File: config.mk
export PLATFORM = sky130hd
export DESIGN_NAME = video_bus_arbiter
export DESIGN_NICKNAME = d
export VERILOG_FILES = /design/src/rtl/video_bus_arbiter.sv
export SDC_FILE = /design/constraint.sdc
export NUM_CORES = 1
export LEC_CHECK = 0
export ABC_AREA = 1
export CAP_MARGIN = 20
export CORE_MARGIN = 2
export CORE_UTILIZATION = 41
export DETAILED_ROUTE_END_ITERATION = 10
export PLACE_DENSITY = 0.86
export SLEW_MARGIN = 20
export SYNTH_ARGS = -nofsm -noshare
export SYNTH_HDL_FRONTEND = slang
export SYNTH_SLANG_ARGS = --single-unit
File: constraint.sdc
create_clock -name clk -period 2.5 [get_ports clk]
set_clock_uncertainty 0.1 [all_clocks]
set_input_delay 0.375 -clock clk [delete_from_list [all_inputs] [get_ports clk]]
set_output_delay 0.375 -clock clk [all_outputs]
set_load 0.01 [all_outputs]
File: src/rtl/video_bus_arbiter.sv
// Arbitrates one 16-bit memory bus between two display fetch channels and the CPU.
// Video channels have priority and alternate; the CPU gets a slot after a video burst.
module video_bus_arbiter #(
   parameter int ADDR_W          = 22,
   parameter int VIDEO_BURST_MAX = 4,
   parameter int TIMEOUT         = 255
) (
   input  logic              clk,
   input  logic              reset,
   input  logic              v0_as,
   input  logic [ADDR_W-1:0] v0_address,
   output logic              v0_ack,
   input  logic              v1_as,
   input  logic [ADDR_W-1:0] v1_address,
   output logic              v1_ack,
   input  logic              cpu_as,
   input  logic              cpu_we,
   input  logic [ADDR_W-1:0] cpu_address,
   input  logic [15:0]       cpu_dout,
   output logic              cpu_ack,
   output logic              cpu_err,
   output logic [ADDR_W-1:0] mem_address,
   output logic              mem_as,
   output logic              mem_we,
   output logic [15:0]       mem_dout,
   input  logic              mem_ack,
   output logic [1:0]        grant_owner
);

   typedef enum logic [1:0] {
      S_IDLE    = 2'd0,
      S_BUSY    = 2'd1,
      S_RELEASE = 2'd2
   } state_t;

   localparam logic [1:0] OWN_NONE = 2'd0;
   localparam logic [1:0] OWN_V0   = 2'd1;
   localparam logic [1:0] OWN_V1   = 2'd2;
   localparam logic [1:0] OWN_CPU  = 2'd3;

   localparam logic [3:0] BURST_MAX = 4'(VIDEO_BURST_MAX);
   localparam logic [7:0] TMO_LAST  = 8'(TIMEOUT - 1);

   state_t     r_state;
   logic       r_rr_last;   // 0: ch0 was served last, 1: ch1 was served last
   logic [3:0] r_burst;
   logic [7:0] r_tmo;

   logic       w_tmo_hit;
   logic       w_done;
   logic [1:0] w_win;

   // The counter holds the number of BUSY cycles already elapsed, so the
   // last permitted cycle is the one where it equals TIMEOUT-1.
   assign w_tmo_hit = (r_state == S_BUSY) && !mem_ack && (r_tmo == TMO_LAST);
   assign w_done    = (r_state == S_BUSY) && (mem_ack || w_tmo_hit);

   assign v0_ack  = w_done && (grant_owner == OWN_V0);
   assign v1_ack  = w_done && (grant_owner == OWN_V1);
   assign cpu_ack = (r_state == S_BUSY) && mem_ack && (grant_owner == OWN_CPU);
   assign cpu_err = w_tmo_hit && (grant_owner == OWN_CPU);

   always_comb begin
      w_win = OWN_NONE;
      if (cpu_as && (r_burst == BURST_MAX)) begin
         w_win = OWN_CPU;
      end else if (v0_as && v1_as) begin
         w_win = r_rr_last ? OWN_V0 : OWN_V1;
      end else if (v0_as) begin
         w_win = OWN_V0;
      end else if (v1_as) begin
         w_win = OWN_V1;
      end else if (cpu_as) begin
         w_win = OWN_CPU;
      end
   end

   always_ff @(posedge clk) begin
      if (!reset) begin
         r_state     <= S_IDLE;
         r_rr_last   <= 1'b1;
         r_burst     <= 4'd0;
         r_tmo       <= 8'd0;
         mem_as      <= 1'b0;
         mem_we      <= 1'b0;
         mem_address <= '0;
         mem_dout    <= 16'd0;
         grant_owner <= OWN_NONE;
      end else begin
         case (r_state)
            S_IDLE: begin
               if (w_win != OWN_NONE) begin
                  r_state     <= S_BUSY;
                  mem_as      <= 1'b1;
                  grant_owner <= w_win;
                  r_tmo       <= 8'd0;
                  case (w_win)
                     OWN_V0: begin
                        mem_address <= v0_address;
                        mem_we      <= 1'b0;
                        mem_dout    <= 16'd0;
                     end
                     OWN_V1: begin
                        mem_address <= v1_address;
                        mem_we      <= 1'b0;
                        mem_dout    <= 16'd0;
                     end
                     default: begin
                        mem_address <= cpu_address;
                        mem_we      <= cpu_we;
                        mem_dout    <= cpu_dout;
                     end
                  endcase
                  // Only video grants that keep a waiting CPU out extend the burst
                  if ((w_win == OWN_CPU) || !cpu_as) begin
                     r_burst <= 4'd0;
                  end else if (r_burst != BURST_MAX) begin
                     r_burst <= r_burst + 4'd1;
                  end
               end
            end
            S_BUSY: begin
               r_tmo <= r_tmo + 8'd1;
               if (w_done) begin
                  r_state     <= S_RELEASE;
                  mem_as      <= 1'b0;
                  mem_we      <= 1'b0;
                  grant_owner <= OWN_NONE;
                  if (grant_owner == OWN_V0) begin
                     r_rr_last <= 1'b0;
                  end else if (grant_owner == OWN_V1) begin
                     r_rr_last <= 1'b1;
                  end
               end
            end
            S_RELEASE: begin
               r_state <= S_IDLE;
            end
            default: begin
               r_state <= S_IDLE;
            end
         endcase
      end
   end

endmodule

Yosys cells after proc, flatten, opt, wreduce, memory -nomap -nowiden:

Cells that the tools add are included.

* add/sub/neg operators: 2
* reduce and logical (&&, ||, !) cells: 26
* muxes and demuxes: 26
* bitwise logic cells: 0
* magnitude comparators: 0
* equal/unequal tests: 12
* multipliers: 0
* div/mod/pow operators: 0
* shifts and indexed selects: 0

Operator list (count)
* $pmux 22 s2: 1
* $mux 2: 10
* $mux 16: 1
* $pmux 8 s2: 1
* $logic_and 1x1->1: 10
* $reduce_and 3->1: 3
* $add 8x1->8 const B: 1
* $eq 2x2->1 const B: 4
* $eq 8x8->1 const B: 1
* $mux 4: 2
* $mux 8: 1
* $pmux 2 s2: 2
* $reduce_bool 2->1: 4
* $eq 2x1->1 const B: 3
* $mux 1: 6
* $reduce_and 2->1: 3
* $add 4x1->4 const B: 1
* $eq 4x3->1 const B: 1
* $ne 2x2->1 const B: 2
* $ne 4x3->1 const B: 1
* $pmux 1 s2: 2
* $logic_not 1->1: 2
* $logic_not 2->1: 1
* $logic_or 1x1->1: 2
* $reduce_or 2->1: 1

* logic and storage cells: 75
* register bits after elaboration: 57
* ROM bits: 0
* bits in latches: 0
* bits in writable memories: 0
* memories kept: 0

Logic depth before layout (Yosys ltp):

* word-level depth: 10
* depth in mapped cells: 15

Least setup slack after synthesis:

Ideal clock, no wire load.

* path type: flip-flop to flip-flop
* start: register r_burst[0]
* end: register mem_address[15]
* arrival: 1873 ps
* setup slack: 457 ps
* clock period less this slack: 2043 ps
* data required time: 2330 ps
* library setup time: 70 ps
* stages on the path, launching flop included: 13
* cells stage by stage: dfxtp_1 inv_1 ha_1 nand2_1 inv_1 nand2_1 nand3_1 inv_1 ha_1 inv_1 clkbuf_1 nand2_1 a21oi_1

* longest elaborated chain between the ends: 5

Ends and longest elaborated chain
* start: declaration: line 46 `logic [3:0] r_burst;`
* start signal: assignment: line 118 `r_burst <= r_burst + 4'd1;`
* $eq 4x3->1 *: line 65 `if (cpu_as && (r_burst == BURST_MAX)) begin`
* $logic_and 1x1->1 *: line 65
* $mux 2 *: line 65
* $eq 2x2->1, or another cell as far along: line 97 `case (w_win)`
* $pmux 22 s2 or $reduce_and 2->1 (tied branches)
* end signal: assignment: line 99 `mem_address <= v0_address;`
* end signal: assignment: line 104 `mem_address <= v1_address;`
* end signal: assignment: line 109 `mem_address <= cpu_address;`
* end: declaration: line 22 `output logic [ADDR_W-1:0] mem_address,`

Every way passes the cells marked *; elsewhere a longest branch is shown, timed or not.
A chain may end at the register's enable or synchronous reset.

Worst setup path after layout:

* start: register r_tmo[0]
* end: output cpu_err

* longest elaborated chain between the ends: 3

Ends and longest elaborated chain
* start: declaration: line 47 `logic [7:0] r_tmo;`
* start signal: assignment: line 123 `r_tmo <= r_tmo + 8'd1;`
* $eq 8x8->1: line 55 `assign w_tmo_hit = (r_state == S_BUSY) && !mem_ack && (r_tmo == TMO_LAST);`
* $logic_and 1x1->1: line 55
* $logic_and 1x1->1: line 61 `assign cpu_err = w_tmo_hit && (grant_owner == OWN_CPU);`
* end: declaration: line 21 `output logic cpu_err,`

No other way between the ends.

==> impl_results.md <==
* Outcome: complete, no violations
* Tot GR Track Use at 0.229
* Achievable Freq at 0.418 GHz
* Cell variety after synth at 30
* Register area share after synthesis at 0.409
* Worst endpoint data arrival time at 1920 ps
* Total global routing overflow at 0
* Placed wire-length estimate at 5890 um
* Slew Limit Fails at 0
* Drt wl/cell at 14.6 um
* Htree depth at 3
* Setup CP Type: reg -> out
* Cell count after synthesis at 358
* CP Buf/Inv Count at 3
* Asr flop ratio synth at 0
* CP required at 2030 ps
* Initial Utilization at 0.418
* Placed Area at 0.00422 mm^2
* Synth top area share at 0.409
* P_leak at 1.80 nW
* Register bit total from synthesis at 57
* Most numerous cell in the Yosys netlist: nand2_1
* Leading area contributor after synthesis: dfxtp_1
* Num rows at 30
* Final hold viol count at 0
* CP endpoint kind: output port
* DIE AREA at 0.00749 mm^2
* Hold Path Class: reg -> reg
* Synthesis Warnings at 0
* Inserted Clock Buffers at 9
* Slew margin rel. at 0.504
* Most used DFF post-synth: dfxtp_1
* Largest net degree at the start of global routing at 47
* Crit-path cells: inv_1 -> ha_1 -> inv_1 -> nor2_1 -> nand2_2 -> nor4_1 -> clkdlybuf4s50_1
* Fin nets at 589
* Power Total at 2.83 mW
* DRT Pass-1 Iters at 5
* TritonCTS clock tree: yes
* DR DRC count at 0
* IO Pins at 135
* Critical path launch point type: flip-flop
* Final setup fails at 0
* Most frequent cells after synthesis: nand2_1 (62), dfxtp_1 (57), a21oi_1 (56)
* Post-Route Utilization at 0.667
* Clk root buf: clkbuf_8
* Hold Path Stages at 2
* CP Depth at 7
* PwrDens at 635 mW/mm^2
* Average size of a mapped cell at 7.80 um^2
* Finished Cell Area at 0.00446 mm^2
* Final Cycle Share at 0.956
* Clock buffer depth at 2
* Final GP Congestion at 0.811
* Worst-path fanout max at 5
* Vias at 2,990
* Vias per cell at 5.20
* Antenna diodes at 0
* Synth Cell Area at 0.00279 mm^2
* Worst-skew pair later-pin latency at 340 ps
* Clk sink count at 57
* Worst path max stage delay at 580 ps
* Inst Count DP at 559
* Area Overhead vs Synth at 59.6%
* Synth area leaders: dfxtp_1 (41%), a21oi_1 (10%), nand2_1 (8.3%)
* Die height at 86.5 um
* Final wirelength at 8390 um
* Post-synth net total at 457
* Worst-margin pin slew at 744 ps
* Worst r2r path cells at 13
* Non-filler cells, final at 575
* Vias in the first global route at 2,989
* Peak supply drop at 0.518 mV
* Maxcap violations at 0
* Post-synth EDFFs at 0
* Share of layout cells above drive strength 1 at 0.0848
* First-pass GRT wire length at 13,500 um
* Antenna-violating nets left at 0
* Post-layout min period at 2390 ps
* Slowest cell on crit path: clkdlybuf4s50_1
* Core Region at 0.00668 mm^2
* IO buf count at 134
* 1st-iter DRT viols at 179
* Clk slew on worst S/H paths at 80 ps
* Initial antenna violation count at 0
* Die width at 86.5 um
* Crit path max-delay family: buffers and inverters
* Worst path most repeated cell: inv_1
==> where the power goes <==
part | internal, mW | switching (mW)
logic | 0.410 | 0.381
clock network | 0.569 | 0.421
registers | 0.997 | 0.0521
total | 1.98 | 0.854
==> cells by family after synthesis <==
group,count (synthesis),synth area share
AO/OA/AOI/OAI,122,0.268
XOR/XNOR,3,0.00941
adder cells (fa/ha/maj),10,0.0448
buffers and inverters,49,0.0798
flip-flops,57,0.409
AND/OR/NAND/NOR,117,0.190
==> cell usage in the layout (no fill, tap or decap), types with 3 or more instances in the layout <==
cell             instances
a22o_1                  22
nand3_1                  9
inv_2                    3
clkinv_4                 3
ha_1                     9
nor2_1                  31
buf_4                    5
clkbuf_8                 9
inv_1                   24
nand2_2                  4
nand2_1                 61
buf_12                   3
a21oi_1                 56
o21ai_0                 26
dfxtp_1                 55
clkdlybuf4s50_1        132
a22oi_1                 16
==> tightest hold or removal path: cells and delay by family (launching register included) <==
family	cells	cell delay (ps)
AND/OR/NAND/NOR	1	60
AO/OA/AOI/OAI	1	50
flip-flops	1	330
==> metrics by stage <==
step           hold slack, ps  setup TNS [ps]  worst slack [ps]
2_1_floorplan             328               0               457
3_3_place_gp              352               0              10.7
3_5_place_dp              353           -2160              -154
4_1_cts                   376               0              38.2
5_1_grt                   397           -17.5             -17.5
6_report                  378               0               110
==> flip-flops by register name, summed over array words and instances, names as in the netlist <==
name         count
grant_owner      2
mem_dout        16
mem_we           1
mem_as           1
mem_address     22
r_state          2
r_rr_last        1
r_tmo            8
r_burst          4
==> worst paths after layout <==
check / from / end / slack [ps]
setup reg to reg: r_burst[0] / mem_dout[1] / 190
hold / removal: r_tmo[7] / r_tmo[7] / 380
hold reg to reg: r_tmo[7] / r_tmo[7] / 380
setup / recovery: r_tmo[0] / cpu_err / 110
==> layout make-up <==
cell class,instances,area (um^2)
fillers,557,2220
flip-flops and latches,57,1140
clock inverters,7,103
repair buffers,142,1440
inverters,28,110
clock buffers,9,124
multi-input cells,252,1430
well taps,80,100
==> routing by layer <==
| metal | global-route usage | up-vias | wire (um) |
|---|---|---|---|
| met2 | 0.397 | 116 | 4340 |
| met1 | 0.257 | 1369 | 3280 |
| met4 | 0.0952 | 0 | 224 |
| met5 | 0 | - | 0 |
| li1 | - | 1483 | - |
| met3 | 0.0771 | 22 | 535 |
==> what timing repair did <==
action                                 CTS  global route
gates resized for setup                  0             7
endpoints found under the hold margin    0             0
setup endpoints to repair                0            42
hold buffers                             0             0
setup buffers                            0             0
No activity file was read; power rests on OpenSTA's default activity.
